===== config.mk =====
export PLATFORM = sky130hd
export DESIGN_NAME = dispatch_tag_alloc_flat
export DESIGN_NICKNAME = d
export VERILOG_FILES = /design/src/rtl/dispatch_tag_alloc_if.sv /design/src/rtl/dispatch_tag_alloc.sv /design/src/flat_wrapper.sv
export SDC_FILE = /design/constraint.sdc
export NUM_CORES = 1
export LEC_CHECK = 0
export CORE_ASPECT_RATIO = 1.5
export CORE_MARGIN = 2
export CORE_UTILIZATION = 58
export DETAILED_ROUTE_END_ITERATION = 6
export PLACE_DENSITY = 0.77
export RECOVER_POWER = 25
export SLEW_MARGIN = 20
export SYNTH_ARGS = -nofsm -noshare
export SYNTH_HDL_FRONTEND = slang
export SYNTH_SLANG_ARGS = --single-unit
export TNS_END_PERCENT = 1

===== constraint.sdc =====
create_clock -name clock -period 7.2 [get_ports clock]
set_input_delay 1.44 -clock clock [delete_from_list [all_inputs] [get_ports clock]]
set_output_delay 1.44 -clock clock [all_outputs]
set_load 0.01 [all_outputs]

===== src/rtl/dispatch_tag_alloc_if.sv =====
// Dispatch tag allocator bundle: decode, tag FIFO, retire bus and issue-side signals.
// Stall_Cnt exists only when STALL_COUNT_EN is defined.
interface dispatch_tag_alloc_if #(
  parameter int DSIZE = 5,
  parameter int RSIZE = 5,
  parameter int CSIZE = 6
);
  logic             Ins_Valid;
  logic             Ins_Ready;
  logic             Ins_Has_Rd;
  logic [RSIZE-1:0] Ins_Rd;
  logic [RSIZE-1:0] Ins_Rs;
  logic [RSIZE-1:0] Ins_Rt;
  logic [DSIZE-1:0] Tag_In;
  logic             Tag_Empty;
  logic             Tag_Rd_en;
  logic             Tag_Increment;
  logic [DSIZE-1:0] RB_Tag;
  logic             RB_Tag_Valid;
  logic [RSIZE-1:0] RB_Rd;
  logic             Disp_Valid;
  logic             Disp_Ready;
  logic             Disp_Has_Rd;
  logic [DSIZE-1:0] Disp_Tag;
  logic             Disp_Rs_Busy;
  logic [DSIZE-1:0] Disp_Rs_Tag;
  logic             Disp_Rt_Busy;
  logic [DSIZE-1:0] Disp_Rt_Tag;
  logic [CSIZE-1:0] Outstanding;
`ifdef STALL_COUNT_EN
  logic [15:0]      Stall_Cnt;
`endif

  modport slave (
`ifdef STALL_COUNT_EN
    output Stall_Cnt,
`endif
    input  Ins_Valid, Ins_Has_Rd, Ins_Rd, Ins_Rs, Ins_Rt, Tag_In, Tag_Empty,
    input  RB_Tag, RB_Tag_Valid, RB_Rd, Disp_Ready,
    output Ins_Ready, Tag_Rd_en, Tag_Increment, Disp_Valid, Disp_Has_Rd, Disp_Tag,
    output Disp_Rs_Busy, Disp_Rs_Tag, Disp_Rt_Busy, Disp_Rt_Tag, Outstanding
  );

  modport master (
`ifdef STALL_COUNT_EN
    input  Stall_Cnt,
`endif
    output Ins_Valid, Ins_Has_Rd, Ins_Rd, Ins_Rs, Ins_Rt, Tag_In, Tag_Empty,
    output RB_Tag, RB_Tag_Valid, RB_Rd, Disp_Ready,
    input  Ins_Ready, Tag_Rd_en, Tag_Increment, Disp_Valid, Disp_Has_Rd, Disp_Tag,
    input  Disp_Rs_Busy, Disp_Rs_Tag, Disp_Rt_Busy, Disp_Rt_Tag, Outstanding
  );
endinterface


===== src/rtl/dispatch_tag_alloc.sv =====
// Dispatch-side tag allocator: pops tags, maintains the register status table and
// registers the renamed instruction for issue. STALL_COUNT_EN adds a stall counter.
module dispatch_tag_alloc #(
  parameter int DSIZE = 5,
  parameter int RSIZE = 5,
  parameter int CSIZE = 6
) (
  input logic              clock,
  input logic              reset,
  dispatch_tag_alloc_if.slave bus
);
  localparam int NREG = 2 ** RSIZE;
  localparam logic [CSIZE-1:0] TAG_MAX = CSIZE'(2 ** DSIZE);

  logic [DSIZE-1:0] rst_tag [NREG];
  logic [NREG-1:0]  rst_vld;

  logic             vld_p1;
  logic             has_rd_p1;
  logic [DSIZE-1:0] tag_p1;
  logic             rs_busy_p1;
  logic [DSIZE-1:0] rs_tag_p1;
  logic             rt_busy_p1;
  logic [DSIZE-1:0] rt_tag_p1;
  logic [CSIZE-1:0] outstanding;

  logic need_tag, ins_ready, accept, pop;
  logic rs_busy, rt_busy, rb_hit;

  function automatic logic [CSIZE-1:0] count_next(input logic [CSIZE-1:0] c,
                                                  input logic inc, input logic dec);
    if (inc && !dec) return (c == TAG_MAX) ? c : c + 1'b1;
    if (dec && !inc) return (c == '0) ? c : c - 1'b1;
    return c;
  endfunction

  // A source is busy unless it is r0, unmapped, or its producer retires this very cycle.
  function automatic logic src_busy(input logic [RSIZE-1:0] src);
    logic bypass;
    bypass = bus.RB_Tag_Valid && (bus.RB_Rd == src) && (rst_tag[src] == bus.RB_Tag);
    return (src != '0) && rst_vld[src] && !bypass;
  endfunction

  assign need_tag  = bus.Ins_Has_Rd && (bus.Ins_Rd != '0);
  assign ins_ready = (!vld_p1 || bus.Disp_Ready) && !(need_tag && bus.Tag_Empty) && !reset;
  assign accept    = bus.Ins_Valid && ins_ready;
  assign pop       = accept && need_tag;
  assign rs_busy   = src_busy(bus.Ins_Rs);
  assign rt_busy   = src_busy(bus.Ins_Rt);
  assign rb_hit    = bus.RB_Tag_Valid && rst_vld[bus.RB_Rd] && (rst_tag[bus.RB_Rd] == bus.RB_Tag);

  assign bus.Ins_Ready     = ins_ready;
  assign bus.Tag_Rd_en     = pop;
  assign bus.Tag_Increment = pop;

  // Register status table; the dispatch write is applied last so it wins over a retire clear.
  always_ff @(posedge clock) begin
    if (reset) begin
      rst_vld <= '0;
      for (int i = 0; i < NREG; i++) rst_tag[i] <= '0;
    end else begin
      if (rb_hit) rst_vld[bus.RB_Rd] <= 1'b0;
      if (pop) begin
        rst_vld[bus.Ins_Rd] <= 1'b1;
        rst_tag[bus.Ins_Rd] <= bus.Tag_In;
      end
    end
  end

  always_ff @(posedge clock) begin
    if (reset) outstanding <= '0;
    else       outstanding <= count_next(outstanding, pop, bus.RB_Tag_Valid);
  end

  // p1: registered dispatch stage toward issue
  always_ff @(posedge clock) begin
    if (reset) begin
      vld_p1     <= 1'b0;
      has_rd_p1  <= 1'b0;
      tag_p1     <= '0;
      rs_busy_p1 <= 1'b0;
      rs_tag_p1  <= '0;
      rt_busy_p1 <= 1'b0;
      rt_tag_p1  <= '0;
    end else if (accept) begin
      vld_p1     <= 1'b1;
      has_rd_p1  <= need_tag;
      tag_p1     <= need_tag ? bus.Tag_In : '0;
      rs_busy_p1 <= rs_busy;
      rs_tag_p1  <= rs_busy ? rst_tag[bus.Ins_Rs] : '0;
      rt_busy_p1 <= rt_busy;
      rt_tag_p1  <= rt_busy ? rst_tag[bus.Ins_Rt] : '0;
    end else if (bus.Disp_Ready) begin
      vld_p1 <= 1'b0;
    end
  end

  assign bus.Disp_Valid   = vld_p1;
  assign bus.Disp_Has_Rd  = has_rd_p1;
  assign bus.Disp_Tag     = tag_p1;
  assign bus.Disp_Rs_Busy = rs_busy_p1;
  assign bus.Disp_Rs_Tag  = rs_tag_p1;
  assign bus.Disp_Rt_Busy = rt_busy_p1;
  assign bus.Disp_Rt_Tag  = rt_tag_p1;
  assign bus.Outstanding  = outstanding;

`ifdef STALL_COUNT_EN
  logic [15:0] stall_cnt;

  function automatic logic [15:0] sat_inc16(input logic [15:0] c);
    return (c == 16'hFFFF) ? c : c + 16'd1;
  endfunction

  always_ff @(posedge clock) begin
    if (reset) stall_cnt <= '0;
    else if (bus.Ins_Valid && need_tag && bus.Tag_Empty) stall_cnt <= sat_inc16(stall_cnt);
  end

  assign bus.Stall_Cnt = stall_cnt;
`endif
endmodule


===== src/flat_wrapper.sv =====
// flat-port wrapper written by rule: the top's interface ports become plain ports
module dispatch_tag_alloc_flat 
#(
  parameter int DSIZE = 5,
  parameter int RSIZE = 5,
  parameter int CSIZE = 6
)
  (clock, reset, bus_Ins_Valid, bus_Ins_Has_Rd, bus_Ins_Rd, bus_Ins_Rs, bus_Ins_Rt, bus_Tag_In, bus_Tag_Empty, bus_RB_Tag, bus_RB_Tag_Valid, bus_RB_Rd, bus_Disp_Ready, bus_Ins_Ready, bus_Tag_Rd_en, bus_Tag_Increment, bus_Disp_Valid, bus_Disp_Has_Rd, bus_Disp_Tag, bus_Disp_Rs_Busy, bus_Disp_Rs_Tag, bus_Disp_Rt_Busy, bus_Disp_Rt_Tag, bus_Outstanding);
  dispatch_tag_alloc_if #(.DSIZE(DSIZE), .RSIZE(RSIZE), .CSIZE(CSIZE)) bus_i ();
  input logic clock;
  input logic reset;
  input wire logic [$bits(bus_i.Ins_Valid)-1:0] bus_Ins_Valid;
  input wire logic [$bits(bus_i.Ins_Has_Rd)-1:0] bus_Ins_Has_Rd;
  input wire logic [$bits(bus_i.Ins_Rd)-1:0] bus_Ins_Rd;
  input wire logic [$bits(bus_i.Ins_Rs)-1:0] bus_Ins_Rs;
  input wire logic [$bits(bus_i.Ins_Rt)-1:0] bus_Ins_Rt;
  input wire logic [$bits(bus_i.Tag_In)-1:0] bus_Tag_In;
  input wire logic [$bits(bus_i.Tag_Empty)-1:0] bus_Tag_Empty;
  input wire logic [$bits(bus_i.RB_Tag)-1:0] bus_RB_Tag;
  input wire logic [$bits(bus_i.RB_Tag_Valid)-1:0] bus_RB_Tag_Valid;
  input wire logic [$bits(bus_i.RB_Rd)-1:0] bus_RB_Rd;
  input wire logic [$bits(bus_i.Disp_Ready)-1:0] bus_Disp_Ready;
  output wire logic [$bits(bus_i.Ins_Ready)-1:0] bus_Ins_Ready;
  output wire logic [$bits(bus_i.Tag_Rd_en)-1:0] bus_Tag_Rd_en;
  output wire logic [$bits(bus_i.Tag_Increment)-1:0] bus_Tag_Increment;
  output wire logic [$bits(bus_i.Disp_Valid)-1:0] bus_Disp_Valid;
  output wire logic [$bits(bus_i.Disp_Has_Rd)-1:0] bus_Disp_Has_Rd;
  output wire logic [$bits(bus_i.Disp_Tag)-1:0] bus_Disp_Tag;
  output wire logic [$bits(bus_i.Disp_Rs_Busy)-1:0] bus_Disp_Rs_Busy;
  output wire logic [$bits(bus_i.Disp_Rs_Tag)-1:0] bus_Disp_Rs_Tag;
  output wire logic [$bits(bus_i.Disp_Rt_Busy)-1:0] bus_Disp_Rt_Busy;
  output wire logic [$bits(bus_i.Disp_Rt_Tag)-1:0] bus_Disp_Rt_Tag;
  output wire logic [$bits(bus_i.Outstanding)-1:0] bus_Outstanding;
  assign bus_i.Ins_Valid = bus_Ins_Valid;
  assign bus_i.Ins_Has_Rd = bus_Ins_Has_Rd;
  assign bus_i.Ins_Rd = bus_Ins_Rd;
  assign bus_i.Ins_Rs = bus_Ins_Rs;
  assign bus_i.Ins_Rt = bus_Ins_Rt;
  assign bus_i.Tag_In = bus_Tag_In;
  assign bus_i.Tag_Empty = bus_Tag_Empty;
  assign bus_i.RB_Tag = bus_RB_Tag;
  assign bus_i.RB_Tag_Valid = bus_RB_Tag_Valid;
  assign bus_i.RB_Rd = bus_RB_Rd;
  assign bus_i.Disp_Ready = bus_Disp_Ready;
  assign bus_Ins_Ready = bus_i.Ins_Ready;
  assign bus_Tag_Rd_en = bus_i.Tag_Rd_en;
  assign bus_Tag_Increment = bus_i.Tag_Increment;
  assign bus_Disp_Valid = bus_i.Disp_Valid;
  assign bus_Disp_Has_Rd = bus_i.Disp_Has_Rd;
  assign bus_Disp_Tag = bus_i.Disp_Tag;
  assign bus_Disp_Rs_Busy = bus_i.Disp_Rs_Busy;
  assign bus_Disp_Rs_Tag = bus_i.Disp_Rs_Tag;
  assign bus_Disp_Rt_Busy = bus_i.Disp_Rt_Busy;
  assign bus_Disp_Rt_Tag = bus_i.Disp_Rt_Tag;
  assign bus_Outstanding = bus_i.Outstanding;
  dispatch_tag_alloc #(.DSIZE(DSIZE), .RSIZE(RSIZE), .CSIZE(CSIZE)) u_core (.clock(clock), .reset(reset), .bus(bus_i));
endmodule

# ---- Word level (Yosys, flattened, before mapping)
# Memory sizes are Yosys's and may differ from the RTL's.
# Index checks and enable logic that the tools add are counted.
dict set report totals {
  n_memories 1
  word_cells 101
  ram_bits 160
  regBits 57
}
dict set report op_classes {
  muxes 37
  n_addsub 2
  eq_ne 7
  n_reduce_logical 36
  order_cmp 6
  bitwise_logic 3
}
# name depth width read_ports rd_clocked_by_memory_dff write_ports line
set mem_list {}
lappend mem_list {u_core.rst_tag 32 5 3 0 32 dispatch_tag_alloc.sv:15} ;# logic [DSIZE-1:0] rst_tag [NREG];
# operator count
set op_table {}
lappend op_table {{2-to-1 mux 32 bit} 3}
lappend op_table {{2-to-1 mux 6 bit} 6}
lappend op_table {{bitwise AND 32 bit} 1}
lappend op_table {{NOT 32 bit} 1}
lappend op_table {{bitwise OR 32 bit} 1}
lappend op_table {{== test 5 bit} 5}
lappend op_table {{2-to-1 mux 5 bit} 5}
lappend op_table {{less-than comparator 5 x 6 -> 1 bit, second input constant} 4}
lappend op_table {{logical AND 1 bit} 20}
lappend op_table {{2-to-1 mux 1 bit} 18}
lappend op_table {{binary-select mux 1 bit (select 5 bit)} 3}
lappend op_table {{nonzero test 5 bit} 3}
lappend op_table {{demux 1 bit (select 5 bit)} 2}
lappend op_table {{greater-or-equal comparator 5 x 1 -> 1 bit, second input constant} 2}
lappend op_table {{zero test 1 bit} 7}
lappend op_table {{adder 6 x 1 -> 6 bit, second input constant} 1}
lappend op_table {{== test 6 bit, second input constant} 1}
lappend op_table {{zero test 6 bit} 1}
lappend op_table {{subtractor 6 x 1 -> 6 bit, second input constant} 1}
lappend op_table {{OR reduction 5 bit} 1}
lappend op_table {{nonzero test 2 bit} 2}
lappend op_table {{!= test 3 x 2 -> 1 bit, second input constant} 1}
lappend op_table {{AND reduction 2 bit} 1}
lappend op_table {{logical OR 1 bit} 1}

# ---- Depth between registers and ports, before layout
# Gate-level depths: netlist of run 1.
dict set report logic_depth {
  depth_word 15
  mapped_depth 15
}

# ---- Least setup slack after synthesis of run 1
# OpenSTA, ideal clock, no wires.
dict set report synth_timing {
  kind {input to output}
  startpoint {input port bus_Ins_Rd[1]}
  endpoint {output port bus_Tag_Rd_en}
  arrival_ns 2.827
  slack_ns 2.933
  path_buffers 3
  stages 7
  required_time_ns 5.760
  cell_sequence {or2_2 clkbuf_1 o211ai_1 and3_1 clkbuf_1 and2_1 buf_4}
}
dict set report synth_between {
  elab_chain_cells 8
}
# element line
set synth_rtl {}
lappend synth_rtl {{start, declared} flat_wrapper.sv:14} ;# input wire logic [$bits(bus_i.Ins_Rd)-1:0] bus_Ins_Rd;
lappend synth_rtl {{nonzero test 5 bit *} dispatch_tag_alloc.sv:44} ;# assign need_tag = bus.Ins_Has_Rd && (bus.Ins_Rd != '0);
lappend synth_rtl {{logical AND 1 bit *} dispatch_tag_alloc.sv:44}
lappend synth_rtl {{logical AND 1 bit} dispatch_tag_alloc.sv:45} ;# assign ins_ready = (!vld_p1 || bus.Disp_Ready) && !(need_tag && bus.Tag_Empty) && !reset;
lappend synth_rtl {{zero test 1 bit} dispatch_tag_alloc.sv:45}
lappend synth_rtl {{logical AND 1 bit (2 in series)} dispatch_tag_alloc.sv:45}
lappend synth_rtl {{logical AND 1 bit} dispatch_tag_alloc.sv:46} ;# assign accept = bus.Ins_Valid && ins_ready;
lappend synth_rtl {{logical AND 1 bit *} dispatch_tag_alloc.sv:47} ;# assign pop = accept && need_tag;
lappend synth_rtl {{end, declared} flat_wrapper.sv:24} ;# output wire logic [$bits(bus_i.Tag_Rd_en)-1:0] bus_Tag_Rd_en;
# Mark *: on every way between the ends. The rest lies on a longest branch, timed or not.

# ---- Worst setup path after layout of run 1
dict set report layout_timing {
  startpoint {input port bus_Ins_Rd[3]}
  endpoint {output port bus_Tag_Rd_en}
}
# The elaborated chain is that of the path after synthesis.

==> results of run 1 <==
## state kept, by name, summed over array words and instances, names as in the netlist
register	count
u_core.bus.Disp_Rt_Tag	5
u_core.bus.Disp_Tag	5
u_core.bus.Disp_Valid	1
u_core.bus.Disp_Rs_Busy	1
u_core.bus.Disp_Rt_Busy	1
u_core.bus.Disp_Rs_Tag	5
u_core.rst_vld	32
u_core.bus.Disp_Has_Rd	1
u_core.rst_tag	160
u_core.bus.Outstanding	6
## stage by stage
step           cells  cell area (um2)  hold WS (ns)  util [%]
2_1_floorplan   1259            14270        0.4568         -
3_3_place_gp    1561            14930        0.4436     61.55
3_5_place_dp    1561            14930        0.4480     61.55
4_1_cts         1597            15580        0.4611     64.23
5_1_grt         1597            15570        0.4826     64.18
6_report        1598            15570        0.4564     64.19
## area by class of cell
type	count	area, um2
clock buffers	24	536.8
well taps	324	405.4
diodes	1	2.502
multi-input cells	916	7730
fillers	1957	8688
flip-flops and latches	217	5946
inverters	18	67.56
repair buffers	86	770.7
clock inverters	12	113.9
## cells in the final DEF, fill, tap and decap left out, types with 6 or more instances in the layout
| master | instances |
|---|---|
| a22o_1 | 7 |
| inv_1 | 18 |
| nand2b_1 | 13 |
| clkinv_2 | 6 |
| dlygate4sd3_1 | 26 |
| xnor2_1 | 9 |
| nor2_1 | 67 |
| clkbuf_1 | 7 |
| a311oi_1 | 6 |
| mux2_2 | 6 |
| edfxtp_1 | 160 |
| and2_0 | 21 |
| nand4_1 | 12 |
| o41ai_2 | 9 |
| mux2i_1 | 160 |
| o22ai_1 | 49 |
| nor3_1 | 15 |
| and3_1 | 25 |
| clkbuf_16 | 21 |
| nand3b_1 | 6 |
| a22oi_1 | 23 |
| a211oi_1 | 14 |
| dfxtp_1 | 57 |
| buf_4 | 22 |
| xor2_1 | 10 |
| nand3_1 | 26 |
| a31oi_1 | 6 |
| nor2b_1 | 26 |
| a21oi_1 | 34 |
| and2_1 | 125 |
| or2_2 | 33 |
| nand2_1 | 34 |
| mux4_2 | 75 |
| clkdlybuf4s50_1 | 32 |
| o41ai_1 | 6 |
| nor4_1 | 16 |
## report_power, final
part / leakage, nW / switching, mW / internal [mW]
combinational: 3.33 / 0.308 / 0.198
clock: 0.321 / 0.482 / 0.607
sequential: 2.05 / 0.0503 / 1.39
## cells by family after synthesis
family,Yosys count,share of synthesized area [%]
xor gates and xnor gates,19,1.167
AOI/OAI and AO/OA,194,10.25
other,1,0.02630
adders and majority gates,4,0.3511
buffers and inverters,126,4.178
DFF,217,41.71
muxes,241,23.56
and+or+nand+nor,453,18.76
## metal layers
metal | GRT usage [%] | up-vias | part of all wire [%]
met5 | 0 | - | 0.027
met4 | 28.14 | 2 | 9.4
met3 | 6.176 | 211 | 9.2
met2 | 58.93 | 768 | 46
met1 | 45.75 | 5533 | 36
li1 | - | 4825 | -
## final timing paths
check                           depth (start not counted)                endpoint                   start  slack (ns)
worst min-delay path                                    2  u_core.bus.Disp_Tag[0]  u_core.bus.Disp_Tag[0]        0.46
worst min register to register                          2  u_core.bus.Disp_Tag[0]  u_core.bus.Disp_Tag[0]        0.46
worst max-delay path                                    6           bus_Tag_Rd_en           bus_Ins_Rd[3]        1.62
worst max register to register                          7      u_core.rst_vld[19]   u_core.rst_tag[23][1]        3.97
## worst reg2reg max path: stages, from the launching register on
cell	delay, ns
edfxtp_1	0.42
mux2i_1	0.35
o22ai_1	0.14
nor4_1	0.52
a21oi_1	0.13
or4_4	0.70
nor4_2	0.50
a311oi_1	0.15
==> impl_results.md, run 1 <==
* Slew headroom at -173.0%
* Pleak at 5.704 nW
* CP Cell Sequence: dlygate4sd3_1 > or3_1 > o211ai_1 > and3_1 > and2_1 > clkdlybuf4s50_1
* IO Count at 65
* Worst-Margin Slew at 4.095 ns
* Sequential element share of the synthesized area at 41.71%
* Async SR Flop Fraction at 0%
* Top Family by Delay on Critical Path: simple AND/OR/NAND/NOR gates
* Netlist cell types at 74
* Drt first pass iters at 7
* Vias at 11339
* Die area at 25880 um2
* Die Wd at 132.0 um
* Final critical-path share of the clock period at 77.47%
* Yosys top cell by area: edfxtp_1
* Worst Slack Setup Final at 1.622 ns
* Synth Register Bits at 217
* First-pass GRT wire length at 71100 um
* Post-synth EDFFs at 160
* Initial antenna violation count at 1
* PD cells at 194.8 nW/um2
* Setup violations, final at 0
* Synth top area share at 33.70%
* Clock root cell: clkbuf_16
* Clock transition at path regs at 0.06 ns
* CP Class: primary input to primary output
* Failing checks: design-rule violations, max-capacitance violations, max-slew violations
* Setup_tns at 0 ns
* PortBufs at 64
* Status: complete, but fails checks
* CTS max path bufs at 3
* CTS tree: yes
* Largest cells by area after synthesis: edfxtp_1 (34%), mux4_2 (12%), mux2i_1 (11%)
* Final wirelength at 47860 um
* Synth top cells by count: edfxtp_1 (160), mux2i_1 (160), and2_1 (146)
* Worst min-delay path category: flop to flop
* Critical Path RT at 5.76 ns
* DRT iter0 DRCs at 1448
* Syn Inst Count at 1255
* Critical Path Start Type: primary input
* Critical Path Sink Type: primary output
* Gpl congestion at 1.049
* Final #Nets at 1301
* Total track usage at 37.21%
* Synth Warn # at 0
* Pwr Total at 3.033 mW
* Rows at 70
* Vias per Instance at 7.096
* Core area at 24260 um2
* Vias in the first global route at 10865
* Largest net degree at the start of global routing at 84
* Residual DRC at 1
* Critical path arrival at 4.14 ns
* Post-Syn Area per Cell at 11.36 um2
* DRT antenna net count at 0
* Routed len/inst at 29.95 um
* H-tree depth at 1
* Inserted Clock Buffers at 21
* Worst path slowest cell: dlygate4sd3_1
* Max Fclk at 0.1793 GHz
* Die H at 196.0 um
* Fin. max-slew vios at 84
* Main flop type after synthesis: edfxtp_1
* Post-CTS resize count at 0
* Area of the mapped netlist at 14260 um2
* Gr ovfl total at 0
* Later-pin clock latency in the skew report at 0.52 ns
* Unrepaired setup endpoints after global routing: false
* Hold_buf cts at 0
* Share of cells above drive strength 1 at 15.24%
* Post-CTS setup buffer count at 0
* Pre-CTS WS at 1.728 ns
* VDD IR-drop max at 0.0001707 V
* Buf/Inv on CP at 2
* Synth-to-Final Area Change at 9.233%
* Final hold vios at 0
* Max_cap viols at 1
* Initial core utilization at 58.76%
* Min Tclk post-route at 5.578 ns
* CP peak stage delay at 0.64 ns
* CTS Sinks at 217
* Clock Skew at 0.008131 ns
* CP Max Fanout at 15
* DP HPWL at 35740 um
Power figures use the tool's default switching activity.
==> inputs of run 2 (changes only) <==
- clock period: 7.2 -> 5.8 ns (I/O delays scaled with it)
==> run 2 against run 1 <==
First-iteration DRC count down 3.9%; highest routed layer is now met4; count of clock-buffer cells in the layout increased by 9; the run now ends clean; die area stayed put; routed wire length up 2.1%; flip-flop and latch count unchanged.
==> impl_results.md, run 2 (synthesis gave the netlist of run 1 again) <==
* Top Family by Delay on Critical Path: buffers and inverters
* Total track usage at 38.21% (+1.0 points)
* R2r worst-path depth at 7 (unchanged)
* Max Fclk at 0.2113 GHz
* Residual DRC at 0 (-1)
* Share of cells above drive strength 1 at 15.84% (+0.60 points)
* Worst-Margin Slew at 1.033 ns (-3.062 ns)
* Slew headroom at 31.12% (+200 points)
* Initial core utilization at 58.76% (unchanged)
* Critical path arrival at 3.57 ns (-0.57 ns)
* Hold_buf cts at 0 (unchanged)
* CP peak stage delay at 0.64 ns (about the same)
* Min Tclk post-route at 4.732 ns
* Die area at 25880 um2 (unchanged)
* Die Wd at 132.0 um (unchanged)
* Number of flip-flops in the largest register at 160 (unchanged)
* Post-CTS resize count at 0 (unchanged)
* Final #Nets at 1315 (+1.1%)
* Pwr Total at 3.888 mW (+28%)
* Rows at 70 (unchanged)
* Worst path slowest cell: dlygate4sd3_1
* Clock transition at path regs at 0.06 ns (about the same)
* Biggest register: u_core.rst_tag
* IO Count at 65 (unchanged)
* CP Max Fanout at 9 (-6)
* Core area at 24260 um2 (unchanged)
* Register area at 5946 um2 (unchanged)
* Unrepaired setup endpoints after global routing: false
* Fill cells at 1914 (-2.2%)
* Synth-to-Final Area Change at 10.36%
* Setup violations, final at 0 (unchanged)
* Gpl congestion at 1.045 (-0.46%)
* Final hold vios at 0 (unchanged)
* Status: finished, final reports clean
* Fin. max-slew vios at 0 (-100%)
* Final critical-path share of the clock period at 81.59%
* Routed len/inst at 30.31 um (+1.2%)
* Hold Path Stages at 2 (unchanged)
* VDD IR-drop max at 0.0002520 V (+48%)
* Die H at 196.0 um (unchanged)
* Vias in the first global route at 10907 (+0.39%)
* Post-CTS setup buffer count at 0 (unchanged)
* Most frequent cells in the layout: mux2i_1 (160), edfxtp_1 (160), and2_1 (118), mux4_2 (75), nor2_1 (67)
* Pre-CTS WS at 0.7800 ns (-0.9482 ns)
* Clock Skew at 0.01311 ns (+0.004974 ns)
* Pleak at 5.776 nW (+1.3%)
* Largest net degree at the start of global routing at 83 (-1.2%)
* CP Class: primary input to primary output
* Worst path depth at 6 (unchanged)
* Critical Path Sink Type: primary output
* DP HPWL at 37060 um (+3.7%)
* Non-Filler Instances at 1612 (+0.88%)
* PortBufs at 64 (unchanged)
* DRT antenna net count at 0 (unchanged)
* Drt first pass iters at 5 (-2)
* Footprint of the multi-input gates at 7730 um2 (unchanged)
* Inserted Clock Buffers at 23 (+9.5%)
* Clock root cell: clkbuf_16
* CTS Sinks at 217 (unchanged)
* Critical Path RT at 4.64 ns (-1.12 ns)
* CP Cell Sequence: dlygate4sd3_1 > or3_1 > o211ai_1 > and3_1 > and2_0 > clkdlybuf4s50_1
* Antenna cells at 0 (-1)
* Buf/Inv on CP at 2 (unchanged)
* H-tree depth at 1 (unchanged)
* First-pass GRT wire length at 72770 um (+2.3%)
* Vias per Instance at 6.944 (-2.1%)
* Placed cell count at 1573 (+0.77%)
* Worst reg-to-reg setup slack at 2.58 ns (-1.39 ns)
* Setup_tns at 0 ns (unchanged)
* Critical Path Start Type: primary input
* Final wirelength at 48850 um (+2.1%)
* Vias at 11193 (-1.3%)
* DRT iter0 DRCs at 1391 (-3.9%)
* Gr ovfl total at 0 (unchanged)
* PD cells at 247.1 nW/um2 (+27%)
* Initial antenna violation count at 0 (-1)
* CTS max path bufs at 3 (unchanged)
* Later-pin clock latency in the skew report at 0.52 ns (about the same)
* CTS tree: yes
* Max_cap viols at 0 (-1)
* Worst Slack Setup Final at 1.068 ns (-0.5544 ns)
* Worst min-delay path category: flop to flop
==> run 2: layout make-up <==
class	count	area share (%)
Tap cell	324	2.577
Clock buffer	33	4.429
Clock inverter	6	0.2227
Timing Repair Buffer	98	5.423
Sequential cell	217	37.79
Multi-Input combinational cell	916	49.13
Inverter	18	0.4294
==> run 2: worst paths after layout <==
path	start	end
worst max register to register	u_core.rst_tag[23][1]	u_core.rst_vld[19]
worst min register to register	u_core.bus.Disp_Tag[0]	u_core.bus.Disp_Tag[0]
worst max-delay path	bus_Ins_Rd[3]	bus_Tag_Increment
worst min-delay path	u_core.bus.Disp_Tag[0]	u_core.bus.Disp_Tag[0]
==> run 2: worst min-delay path: cells and delay by family, from the launching register on <==
family,cells,cell delay [ns]
AO/OA/AOI/OAI,1,0.05
flip-flops,1,0.31
AND/OR/NAND/NOR,1,0.05
==> run 2: metrics by stage <==
stage	hold WS (ns)	cell area, um2	util (%)
5_1_grt	0.4765	15730	64.85
6_report	0.4550	15730	64.85
4_1_cts	0.4585	15760	64.97
3_5_place_dp	0.4455	15030	61.95
2_1_floorplan	0.4568	14270	-
3_3_place_gp	0.4416	15030	61.95
==> run 2: power breakdown <==
part,internal (mW),switching (mW),total (mW)
registers,1.72,0.0634,1.79
clock network,0.835,0.625,1.46
logic,0.249,0.392,0.641
total,2.81,1.08,3.89
==> run 2: metal layers <==
metal | vias up | track usage (%) | part of all wire [%]
met5 | - | 0 | 0
met4 | 0 | 25.44 | 8.1
met3 | 162 | 5.090 | 8.1
met2 | 661 | 62.79 | 48
met1 | 5516 | 47.27 | 36
li1 | 4854 | - | -
